==> src/rtl/fetch_buffer_if.sv <==
// fetch_buffer_if: fetch-to-decode handshake bundle for fetch_buffer.
// master = fetch/decode side driving the buffer, slave = the buffer itself.
interface fetch_buffer_if #(
    parameter int N     = 64,
    parameter int DEPTH = 4
);
    localparam int CW = $clog2(DEPTH) + 1;

    logic [N-1:0]  imem_addr_F;
    logic [31:0]   instr_F;
    logic          valid_F;
    logic          ready_F;
    logic          flush;
    logic [N-1:0]  pc_D;
    logic [31:0]   instr_D;
    logic          valid_D;
    logic          ready_D;
    logic [CW-1:0] count;

    modport master (
        output imem_addr_F, instr_F, valid_F, flush, ready_D,
        input  ready_F, pc_D, instr_D, valid_D, count
    );

    modport slave (
        input  imem_addr_F, instr_F, valid_F, flush, ready_D,
        output ready_F, pc_D, instr_D, valid_D, count
    );
endinterface

==> src/rtl/fetch_buffer.sv <==
// fetch_buffer: DEPTH-entry FIFO of {PC, instruction} pairs between fetch and decode.
// Flush (taken branch) empties the buffer with top priority. An invalid head
// presents PC 0 and the NOP encoding 32'hD503201F.
// Optional macro FETCH_BUF_BYPASS_EN: when the buffer is empty, the fetch pair is
// forwarded combinationally to decode and, if consumed, never written.
module fetch_buffer #(
    parameter int N     = 64,
    parameter int DEPTH = 4
) (
    input  logic          clk,
    input  logic          reset,
    fetch_buffer_if.slave bus
);
    localparam int PW = $clog2(DEPTH);
    localparam int CW = PW + 1;
    localparam logic [31:0] NOP = 32'hD503201F;

    if (DEPTH < 2 || (DEPTH & (DEPTH - 1)) != 0) begin : g_bad_depth
        $error("fetch_buffer: DEPTH must be a power of two, at least 2");
    end

    logic [N-1:0]  pc_mem_q    [DEPTH];
    logic [N-1:0]  pc_mem_d    [DEPTH];
    logic [31:0]   instr_mem_q [DEPTH];
    logic [31:0]   instr_mem_d [DEPTH];
    logic [PW-1:0] rd_ptr_q, rd_ptr_d;
    logic [PW-1:0] wr_ptr_q, wr_ptr_d;
    logic [CW-1:0] count_q, count_d;

    logic full;
    logic empty;
    logic head_valid;
    logic bypass;
    logic push;
    logic pop;

    // Handshake decode and decode-side output muxing
    always_comb begin
        full       = (count_q == CW'(DEPTH));
        empty      = (count_q == '0);
        head_valid = reset & ~empty & ~bus.flush;
`ifdef FETCH_BUF_BYPASS_EN
        bypass     = reset & empty & bus.valid_F & ~bus.flush;
`else
        bypass     = 1'b0;
`endif
        bus.ready_F = reset & ~full;
        bus.valid_D = head_valid | bypass;
        bus.count   = count_q;

        if (head_valid) begin
            bus.pc_D    = pc_mem_q[rd_ptr_q];
            bus.instr_D = instr_mem_q[rd_ptr_q];
        end else if (bypass) begin
            bus.pc_D    = bus.imem_addr_F;
            bus.instr_D = bus.instr_F;
        end else begin
            bus.pc_D    = '0;
            bus.instr_D = NOP;
        end

        // A bypassed pair taken by decode this cycle is not stored
        pop  = head_valid & bus.ready_D;
        push = bus.valid_F & bus.ready_F & ~bus.flush & ~(bypass & bus.ready_D);
    end

    // Next-state: flush clears pointers and count; otherwise push/pop update
    always_comb begin
        pc_mem_d    = pc_mem_q;
        instr_mem_d = instr_mem_q;
        rd_ptr_d    = rd_ptr_q;
        wr_ptr_d    = wr_ptr_q;
        count_d     = count_q;

        if (bus.flush) begin
            rd_ptr_d = '0;
            wr_ptr_d = '0;
            count_d  = '0;
        end else begin
            if (push) begin
                pc_mem_d[wr_ptr_q]    = bus.imem_addr_F;
                instr_mem_d[wr_ptr_q] = bus.instr_F;
                wr_ptr_d              = wr_ptr_q + 1'b1;
            end
            if (pop) begin
                rd_ptr_d = rd_ptr_q + 1'b1;
            end
            case ({push, pop})
                2'b10:   count_d = count_q + 1'b1;
                2'b01:   count_d = count_q - 1'b1;
                default: count_d = count_q;
            endcase
        end
    end

    // Control state with asynchronous active-low reset
    always_ff @(posedge clk or negedge reset) begin
        if (!reset) begin
            rd_ptr_q <= '0;
            wr_ptr_q <= '0;
            count_q  <= '0;
        end else begin
            rd_ptr_q <= rd_ptr_d;
            wr_ptr_q <= wr_ptr_d;
            count_q  <= count_d;
        end
    end

    // Entry storage; contents are only observed through valid entries
    always_ff @(posedge clk) begin
        pc_mem_q    <= pc_mem_d;
        instr_mem_q <= instr_mem_d;
    end
endmodule

==> src/flat_wrapper.sv <==
// flat-port wrapper written by rule: the top's interface ports become plain ports
module fetch_buffer_flat 
#(
    parameter int N     = 64,
    parameter int DEPTH = 4
)
  (clk, reset, bus_imem_addr_F, bus_instr_F, bus_valid_F, bus_flush, bus_ready_D, bus_ready_F, bus_pc_D, bus_instr_D, bus_valid_D, bus_count);
  fetch_buffer_if #(.N(N), .DEPTH(DEPTH)) bus_i ();
  input  logic clk;
  input  logic reset;
  input wire logic [$bits(bus_i.imem_addr_F)-1:0] bus_imem_addr_F;
  input wire logic [$bits(bus_i.instr_F)-1:0] bus_instr_F;
  input wire logic [$bits(bus_i.valid_F)-1:0] bus_valid_F;
  input wire logic [$bits(bus_i.flush)-1:0] bus_flush;
  input wire logic [$bits(bus_i.ready_D)-1:0] bus_ready_D;
  output wire logic [$bits(bus_i.ready_F)-1:0] bus_ready_F;
  output wire logic [$bits(bus_i.pc_D)-1:0] bus_pc_D;
  output wire logic [$bits(bus_i.instr_D)-1:0] bus_instr_D;
  output wire logic [$bits(bus_i.valid_D)-1:0] bus_valid_D;
  output wire logic [$bits(bus_i.count)-1:0] bus_count;
  assign bus_i.imem_addr_F = bus_imem_addr_F;
  assign bus_i.instr_F = bus_instr_F;
  assign bus_i.valid_F = bus_valid_F;
  assign bus_i.flush = bus_flush;
  assign bus_i.ready_D = bus_ready_D;
  assign bus_ready_F = bus_i.ready_F;
  assign bus_pc_D = bus_i.pc_D;
  assign bus_instr_D = bus_i.instr_D;
  assign bus_valid_D = bus_i.valid_D;
  assign bus_count = bus_i.count;
  fetch_buffer #(.N(N), .DEPTH(DEPTH)) u_core (.clk(clk), .reset(reset), .bus(bus_i));
endmodule
==> config.mk <==
export PLATFORM = sky130hd
export DESIGN_NAME = fetch_buffer_flat
export DESIGN_NICKNAME = d
export VERILOG_FILES = /design/src/rtl/fetch_buffer_if.sv /design/src/rtl/fetch_buffer.sv /design/src/flat_wrapper.sv
export SDC_FILE = /design/constraint.sdc
export NUM_CORES = 1
export LEC_CHECK = 0
export CAP_MARGIN = 10
export CELL_PAD_IN_SITES_DETAIL_PLACEMENT = 1
export CELL_PAD_IN_SITES_GLOBAL_PLACEMENT = 2
export CORE_MARGIN = 2
export CORE_UTILIZATION = 46
export DETAILED_ROUTE_END_ITERATION = 10
export PLACE_DENSITY_LB_ADDON = 0.25
export SETUP_SLACK_MARGIN = 0.5
export SYNTH_ARGS = -nofsm -noshare
export SYNTH_HDL_FRONTEND = slang
export SYNTH_SLANG_ARGS = --single-unit
==> constraint.sdc <==
create_clock -name clk -period 11 [get_ports clk]
set_input_delay 1.65 -clock clk [delete_from_list [all_inputs] [get_ports clk]]
set_output_delay 1.65 -clock clk [all_outputs]
set_load 0.02 [all_outputs]
==> impl_metrics.py <==
metrics = {
    "floorplan": {
        "dieArea_um2": 34200,
        "initial_utilization": 0.465,
        "std_cell_rows": 66,
        "core_area_um2": 32400,
        "ios": 202,
        "die_w_um": 185,
        "die_h_um": 185,
    },
    "setup_path": {
        "required_ns": 9.35,
        "cp.depth": 6,
        "critPathMaxFanout": 87,
        "endpoint_kind": "output port",
        "slowest_stage": "clkdlybuf4s50_1",
        "path_cells": "clkdlybuf4s50_1 > and2b_2 > buf_4 > nand2_1 > or2_2 > clkdlybuf4s50_1",
        "cp_common_cell": "clkdlybuf4s50_1",
        "worstPathBufferInverterCount": 3,
        "crit_path_max_incr_delay_ns": 0.76,
        "path_class": "primary input to output port",
        "cp-start-kind": "primary input",
        "path_delay_family": "buffers and inverters",
        "crit_arrival_ns": 4.76,
        "rr_worst_depth": 4,
    },
    "drt": {
        "routedWlPerCell_um": 24.3,
        "drtPass1Iterations": 5,
        "drc_errors": 0,
        "vias": 7462,
        "ant_nets": 0,
        "wl_mm": 32.9,
        "drt-vias-per-instance": 5.50,
        "drtIter0Drc": 489,
    },
    "synthesis": {
        "ys_seq_elements": 391,
        "synth_cell_types": 39,
        "synth-main-ff-cell": "edfxtp_1",
        "postSynthCellCount": 676,
        "synth_async_sr_flop_share": 0.0179,
        "mappedNetlistNets": 782,
        "synth_warnings": 0,
        "synth_area_um2": 15000,
        "synth_edf_count": 384,
        "syn_avg_cell_area_um2": 22.2,
        "yosysSeqAreaShare": 0.778,
    },
    "clock_tree": {
        "cts_buffers": 41,
        "clock_path_buffers": 3,
        "cts_setup_buffers": 0,
        "cts_root_buffer": "clkbuf_16",
        "cts.sinks": 391,
        "hold_buffers": 0,
        "cts_tree": "yes",
        "ctsResizeCount": 0,
        "clk_latency_ns": 0.52,
        "htreeDepth": 2,
        "cts.clk_slew.worst_paths_ns": 0.05,
    },
    "power": {
        "clockPowerShare": 0.409,
        "p_sw_frac": 0.205,
        "ir_drop_uv": 151,
        "cellPowerDensity_nw_per_um2": 171,
        "p_int_w": 0.00255,
        "p_comb_frac": 0.069,
        "netSwitchingPower_w": 0.000657,
        "p_leak_nw": 6.12,
        "p_seq_frac": 0.521,
    },
    "sta": {
        "setup_viol": 0,
        "skew_ns": 0.0170,
        "slew_headroom": 0.280,
        "hold_violations": 0,
        "fmax_ghz": 0.156,
        "slew_violations": 0,
        "fin_setup_tns_ns": 0,
        "finalWorstPathRequiredPeriod_ns": 6.41,
        "fin_crit_sh": 0.583,
        "worst_pin_slew_ns": 1.08,
        "rsz0062_at_grt": "false",
        "worst_slack_ns": 4.59,
    },
    "hold_path": {
        "holdPathStages": 2,
        "min_path_type": "flip-flop to flip-flop",
    },
    "finish": {
        "nets": 992,
        "syn2layout_area_growth_pct": 24.7,
        "drive_gt1_frac": 0.193,
    },
    "place": {
        "hpwl_mm": 19.4,
        "io_buffers": 201,
        "place.gp.congestion": 0.748,
        "pre_cts_slack_ns": 4.53,
    },
    "global_route": {
        "met1_usage": 0.262,
        "overflow": 0,
        "gr-usage-met3": 0.0442,
        "globalRouteTotalUtil": 0.197,
        "antenna_found_initial": 3,
        "grt_max_degree": 89,
        "grt_pass1_wl_mm": 50.0,
        "grt-busiest-layer": "met2",
        "grt_pass1_vias": 8313,
        "grtUsageMet2": 0.330,
    },
    "run": {
        "max-cap-violations": 0,
    },
    "outcome": {
        "outcome": "finished clean",
    },
}
[cell families (layout without fill, tap and decap cells)]
family	count (synthesis)	count (layout)	share of synthesized area
other	0	2	0
adder cells (fa/ha/maj)	5	5	0.00466
XOR/XNOR	2	2	0.00116
flip-flops	391	391	0.778
AO/OA/AOI/OAI	11	11	0.00541
multiplexers	98	98	0.145
buffers and inverters	47	284	0.0153
AND/OR/NAND/NOR	122	122	0.0501
[routing by layer]
| layer | vias to the layer above | part of all wire | routed length, um |
|---|---|---|---|
| met5 | - | 0 | 0 |
| met1 | 3964 | 0.42 | 13900 |
| met4 | 0 | 0.018 | 587 |
| li1 | 3250 | - | - |
| met3 | 46 | 0.058 | 1910 |
| met2 | 202 | 0.50 | 16600 |
[worst register-to-register path, delay by kind of cell, from the launching register on]
kind                   cells  cell delay [ns]
buffers and inverters      1             0.69
AND/OR/NAND/NOR            3             1.85
flip-flops                 1             0.48
[layout by cell type, fill, tap and decap left out, drive strengths merged, types with 2 or more instances in the layout]
cell,n
mux2i,2
diode,2
o2bb2ai,2
o21ai,2
nand2,4
clkbuf,51
clkdlybuf4s50,201
and3,85
buf,9
bufinv,3
ha,4
clkinv,15
mux4,96
edfxtp,384
inv,5
nor2,5
or2,13
and2,5
dfrtp,7
[power by group through the flow]
stage,Clock (W),Combinational [W],Sequential [W]
floorplan,0,0.000117,0.00170
global placement,0,0.000218,0.00170
detailed placement,0,0.000226,0.00170
CTS,0.00134,0.000227,0.00167
global route,0.00139,0.000240,0.00167
finish,0.00131,0.000222,0.00167
[synth_stat cells (2+ instances only)]
cell type | n | area [um^2]
and2_1 | 5 | 31.3
and3_1 | 85 | 532
buf_2 | 15 | 75.1
buf_6 | 2 | 22.5
clkbuf_1 | 24 | 90.1
dfrtp_1 | 7 | 175
edfxtp_1 | 384 | 11500
ha_1 | 4 | 50.1
inv_1 | 4 | 15.0
mux2i_1 | 2 | 20.0
mux4_2 | 96 | 2160
nand2_1 | 4 | 15.0
nor2_1 | 5 | 18.8
o21ai_0 | 2 | 10.0
o2bb2ai_1 | 2 | 17.5
or2_1 | 7 | 43.8
or2_2 | 6 | 37.5
[worst paths after layout]
| check | from | endpoint | slack (ns) |
|---|---|---|---|
| max | reset | bus_instr_D[1] | 4.59 |
| min | u_core.wr_ptr_q[1] | u_core.wr_ptr_q[1] | 0.61 |
| max reg2reg | u_core.bus.count[0] | u_core.instr_mem_q[52] | 7.60 |
| min reg2reg | u_core.wr_ptr_q[1] | u_core.wr_ptr_q[1] | 0.61 |
| max in group asynchronous | reset | u_core.rd_ptr_q[0] | 9.18 |
| min in group asynchronous | reset | u_core.bus.count[0] | 1.46 |
[through the flow]
step / instance area, um^2 / util / power (W) / instances / hold slack (ns)
after floorplan: 15000 / - / 0.00182 / 676 / 0.538
after detailed placement: 17500 / 0.540 / 0.00193 / 1285 / 0.603
after global routing: 18800 / 0.579 / 0.00330 / 1356 / 0.642
after CTS: 18800 / 0.579 / 0.00324 / 1355 / 0.623
final: 18800 / 0.579 / 0.00321 / 1357 / 0.615
after global placement: 17500 / 0.540 / 0.00192 / 1285 / 0.577
[state kept, by name, indices dropped and copies added, names as in the netlist]
name                count
u_core.wr_ptr_q         2
u_core.bus.count        3
u_core.pc_mem_q       256
u_core.rd_ptr_q         2
u_core.instr_mem_q    128
[area by class of cell]
| class | instances | area [um^2] |
|---|---|---|
| Fill cell | 2792 | 13600 |
| Multi-Input combinational cell | 238 | 3120 |
| Clock inverter | 19 | 169 |
| Inverter | 4 | 15.0 |
| Clock buffer | 51 | 1110 |
| Timing Repair Buffer | 210 | 2080 |
| Tap cell | 442 | 553 |
| Antenna cell | 2 | 5.00 |
| Sequential cell | 391 | 11700 |
Note: power is estimated with default switching activity, not from simulation.
